### config.mk
export PLATFORM = sky130hd
export DESIGN_NAME = fpu_mul_result_queue
export DESIGN_NICKNAME = d
export VERILOG_FILES = /design/src/rtl/fpu_pkg.sv /design/src/rtl/fpu_sync_fifo.sv /design/src/rtl/fpu_mul_result_queue.sv
export SDC_FILE = /design/constraint.sdc
export NUM_CORES = 1
export LEC_CHECK = 0
export ABC_AREA = 1
export CORE_MARGIN = 3
export CORE_UTILIZATION = 35
export CTS_CLUSTER_SIZE = 28
export DETAILED_ROUTE_END_ITERATION = 12
export GPL_TIMING_DRIVEN = 1
export SLEW_MARGIN = 40
export SYNTH_ARGS = -nofsm -noshare
export SYNTH_HDL_FRONTEND = slang
export SYNTH_SLANG_ARGS = --single-unit
export TNS_END_PERCENT = 1
### constraint.sdc
create_clock -name clk -period 5.4 [get_ports clk]
set_clock_uncertainty 0.05 [all_clocks]
set_input_delay 0.54 -clock clk [delete_from_list [all_inputs] [get_ports clk]]
set_output_delay 0.54 -clock clk [all_outputs]
set_load 0.01 [all_outputs]
### src/rtl/fpu_pkg.sv
// Shared FP32 definitions for the FPU output stages: class codes, result word
// layout and the IEEE-754 single-precision classifier.
package fpu_pkg;

    localparam logic [7:0]  EXP_ALL_ONES = 8'hFF;
    localparam logic [31:0] QNAN_DEFAULT = 32'h7FC00000;

    typedef enum logic [2:0] {
        CLS_ZERO      = 3'd0,
        CLS_SUBNORMAL = 3'd1,
        CLS_NORMAL    = 3'd2,
        CLS_INF       = 3'd3,
        CLS_NAN       = 3'd4
    } fp_class_t;

    typedef struct packed {
        logic [31:0] result;
        logic        error;
        logic        overflow;
        fp_class_t   cls;
    } fp_result_t;

    function automatic fp_class_t fp_classify(input logic [31:0] word);
        logic [7:0]  exp_f;
        logic [22:0] frac_f;
        fp_class_t   cls;
        exp_f  = word[30:23];
        frac_f = word[22:0];
        if (exp_f == 8'h00)
            cls = (frac_f == '0) ? CLS_ZERO : CLS_SUBNORMAL;
        else if (exp_f == EXP_ALL_ONES)
            cls = (frac_f == '0) ? CLS_INF : CLS_NAN;
        else
            cls = CLS_NORMAL;
        return cls;
    endfunction

endpackage

### src/rtl/fpu_sync_fifo.sv
// Synchronous-reset FIFO with occupancy output; head data is read
// combinationally from storage, so a written word appears one edge later.
module fpu_sync_fifo #(
    parameter int W     = 37,
    parameter int DEPTH = 4,
    parameter int LVL_W = $clog2(DEPTH + 1)
) (
    input  logic             clk,
    input  logic             rst,
    input  logic             wr_en,
    input  logic [W-1:0]     wr_data,
    input  logic             rd_en,
    output logic [W-1:0]     rd_data,
    output logic             full,
    output logic             empty,
    output logic [LVL_W-1:0] level
);
    localparam int PTR_W = $clog2(DEPTH);

    logic [W-1:0]     mem [DEPTH];
    logic [PTR_W-1:0] wr_ptr;
    logic [PTR_W-1:0] rd_ptr;
    logic             wr;
    logic             rd;

    assign full    = (level == LVL_W'(DEPTH));
    assign empty   = (level == '0);
    assign wr      = wr_en && !full;
    assign rd      = rd_en && !empty;
    assign rd_data = mem[rd_ptr];

    always_ff @(posedge clk) begin
        if (rst) begin
            wr_ptr <= '0;
            rd_ptr <= '0;
            level  <= '0;
            for (int i = 0; i < DEPTH; i++)
                mem[i] <= '0;
        end else begin
            if (wr) begin
                mem[wr_ptr] <= wr_data;
                wr_ptr      <= wr_ptr + 1'b1;
            end
            if (rd)
                rd_ptr <= rd_ptr + 1'b1;
            unique case ({wr, rd})
                2'b10:   level <= level + 1'b1;
                2'b01:   level <= level - 1'b1;
                default: level <= level;
            endcase
        end
    end

endmodule

### src/rtl/fpu_mul_result_queue.sv
// Registered output queue behind the FP32 multiplier: buffers product words,
// tags each with its class, and keeps sticky exception status and a push count.
module fpu_mul_result_queue
    import fpu_pkg::*;
#(
    parameter int DEPTH = 4,
    parameter int CNT_W = 16
) (
    input  logic                         clk,
    input  logic                         rst,
    input  logic                         in_valid,
    output logic                         in_ready,
    input  logic [31:0]                  in_result,
    input  logic                         in_error,
    input  logic                         in_overflow,
    output logic                         out_valid,
    input  logic                         out_ready,
    output logic [31:0]                  out_result,
    output logic                         out_error,
    output logic                         out_overflow,
    output logic [2:0]                   out_class,
    output logic [$clog2(DEPTH+1)-1:0]   level,
    output logic                         sticky_error,
    output logic                         sticky_overflow,
    output logic                         sticky_nan,
    input  logic                         sticky_clear,
    output logic [CNT_W-1:0]             op_count
);
    fp_result_t wr_word;
    fp_result_t head;
    logic       full;
    logic       empty;
    logic       push;
    logic       pop;

    assign in_ready  = !full;
    assign out_valid = !empty;
    assign push      = in_valid && in_ready;
    assign pop       = out_valid && out_ready;

    assign wr_word.result   = in_result;
    assign wr_word.error    = in_error;
    assign wr_word.overflow = in_overflow;
    assign wr_word.cls      = fp_classify(in_result);

    fpu_sync_fifo #(
        .W     ($bits(fp_result_t)),
        .DEPTH (DEPTH)
    ) u_fifo (
        .clk     (clk),
        .rst     (rst),
        .wr_en   (push),
        .wr_data (wr_word),
        .rd_en   (pop),
        .rd_data (head),
        .full    (full),
        .empty   (empty),
        .level   (level)
    );

    assign out_result   = head.result;
    assign out_error    = head.error;
    assign out_overflow = head.overflow;
    assign out_class    = head.cls;

    // A setting push in the same cycle as a clear leaves the flag set.
    always_ff @(posedge clk) begin
        if (rst) begin
            sticky_error    <= 1'b0;
            sticky_overflow <= 1'b0;
            sticky_nan      <= 1'b0;
            op_count        <= '0;
        end else begin
            sticky_error    <= (sticky_error    && !sticky_clear) || (push && in_error);
            sticky_overflow <= (sticky_overflow && !sticky_clear) || (push && in_overflow);
            sticky_nan      <= (sticky_nan      && !sticky_clear) ||
                               (push && (wr_word.cls == CLS_NAN));
            if (push && (op_count != '1))
                op_count <= op_count + 1'b1;
        end
    end

endmodule

==> metrics <==
outcome=complete, no violations; maximum buffer depth of the clock tree=2; top post-synthesis cells by area=edfxtp_1, nor2_1, dfxtp_1, o21ai_0, inv_1; core footprint=0.02271 mm²; Worst Slack Setup Final=1.953 ns; Syn Inst Count=844; Layout Utilization=0.4367; H-tree levels=4; CTS Buf Count=17; Via density=4.841; crit path to=out_result[30]; Final Hold Fails=0; CTS resizes=0; hold crit path type=register to register; Hold Crit Start=sticky_error; post-CTS setup buffers=0; Power Density=398.3 mW/mm²; CTS tree=built; setup TNS=0 ns; First-pass DRT Iterations=5; Mapped Avg Cell Area=9.638 µm²; first-pass GRT wire length=31150 µm; Post-synth EDFFs=148; routability congestion estimate from global placement=0.7764; Initial Utilization=0.3582; overall routing resource usage=0.1600; data required time of the worst path=4.81 ns; vias post-DR=5935; Hold WS=0.4111 ns; Mapped Area=0.008134 mm²; sequential element share of the synthesized area=0.6153; Synth warnings=0; CTS Hold Bufs=0; CTS sink cnt=176; crit start category=register; largest net degree at the start of global routing=76; CTS root buf=clkbuf_16; crit path DAT=2.86 ns; worst skew pair latency=0.43 ns; Antenna Cells=0; cell accounting for the most synthesized area=edfxtp_1; WL final=19250 µm; worst flop-to-flop path startpoint=u_fifo.level[1]; global route overflow=0; Synth Flop Type=edfxtp_1; antenna-violating nets left=0; reg2reg path depth=9; Max VDD drop=0.0002409 V; reg2reg end=u_fifo.mem[2][27]; Die ar.=0.02510 mm²; Fmax=290.1 MHz; Synth top cells by count=nor2_1, edfxtp_1, inv_1, o21ai_0, nand2_1; Final Max Tran Viols=0; Ports=100; period utilisation layout=0.6383; Clk pin slew, worst setup/hold paths=0.06 ns; HPWL after DPL=11900 µm; Die X=158.4 µm; Post-Syn Nets=886; pre-CTS WS=1.944 ns; top-count cell post-synth=nor2_1; Final nets=971; Slew headroom=0.4689; vias in the first global route=5983; Max Cap Violations=0; share of post-route cells with drive strength above 1=0.08714; fill count=2180; R2R setup slack=3.00 ns; Setup Crit Path Kind=register to output port; Yosys reg bits=176; crit path time final=3.447 ns; RSZ-0062 raised after global routing=no; CP Capture Type=output port; Die Y=158.4 µm; final setup violation count=0; asr flop ratio synth=0; P&R area growth vs syn=21.94%; Least-Margin Pin Slew=0.7966 ns; per-cell routed wire length=15.70 µm; top-area cell type share of the netlist area=0.5464; # DRC=0; Port Buf Inserts=99; antenna violations before repair=0; Rows=55; Leakage=0.003623 µW; synth unique cells=32; critical path peak fanout=75; DR iter-0 viols=402
cell usage in the layout (no fill, tap or decap), types with 2 or more instances in the layout:
cell,count
nor2_1,239
edfxtp_1,148
clkdlybuf4s50_1,98
inv_1,95
o21ai_0,88
nand2_1,77
o22ai_1,37
dfxtp_1,27
nor2_4,23
a21oi_1,18
clkbuf_16,17
nand3_1,11
buf_4,10
nand4_1,6
inv_2,4
nand2_2,3
clkinv_2,3
xnor2_1,3
xor2_1,3
inv_6,3
clkinv_4,3
nand2_4,2
nor2_2,2
o21ai_4,2
ha_1,2
clkinvlp_4,2
clkbuf_1,2
state kept, by name, summed over array words and instances, names as in the netlist, named ones only:
signal / cells
u_fifo.wr_ptr: 2
op_count: 16
u_fifo.rd_ptr: 2
sticky_nan: 1
u_fifo.level: 3
sticky_error: 1
sticky_overflow: 1
u_fifo.mem: 148
critical path, cell delays in order (launching register included):
cell	delay [ns]
dfxtp_2	0.31
buf_4	0.33
inv_2	0.11
buf_4	0.58
o21ai_0	0.16
o22ai_1	0.23
clkdlybuf4s50_1	0.60
where the power goes:
part / internal (µW) / leakage (µW) / switching [µW] / total, µW
registers: 1610 / 0.00177 / 42.8 / 1660
logic: 472 / 0.00159 / 679 / 1150
clock network: 635 / 0.000262 / 509 / 1140
total: 2720 / 0.00362 / 1230 / 3950
worst min-delay path by stage:
stage	endpoint	slack, ns	cells after the start
global placement	sticky_error	0.39	2
CTS	sticky_error	0.41	2
detailed placement	sticky_error	0.39	2
global route	sticky_nan	0.44	2
finish	sticky_error	0.41	2
floorplan	register	0.39	2
kinds of logic (layout without fill, tap and decap cells):
family	count (synthesis)	count (layout)	synth area share
AND/OR/NAND/NOR	367	367	0.2007
flip-flops	176	176	0.6153
AO/OA/AOI/OAI	148	148	0.09752
buffers and inverters	144	241	0.07445
XOR/XNOR	6	6	0.006462
adder cells (fa/ha/maj)	3	3	0.005537
area by class of cell:
type	instances	area [µm²]	share of cell area
sequential	176	5006	0.5047
multi-input combinational	524	2567	0.2589
clock inverter	12	111.4	0.01123
tap	285	356.6	0.03595
clock buffer	19	432.9	0.04365
inverter	101	382.9	0.03860
timing repair buffer	109	1061	0.1070
routing by layer:
metal | GRT usage | share of wire | wire length (µm)
met2 | 0.2594 | 0.47 | 9140
met4 | 0.04998 | 0.014 | 275
met5 | 0 | 0 | 0
met1 | 0.2167 | 0.45 | 8647
met3 | 0.03343 | 0.062 | 1184
stage by stage:
step	instances	power [µW]	cell area (µm²)
global placement	1194	2840	9366
floorplan	844	2314	8134
finish	1226	3951	9918
global route	1226	4160	9918
CTS	1226	3997	9923
detailed placement	1195	2856	9379
No activity file was read; power rests on OpenSTA's default activity.
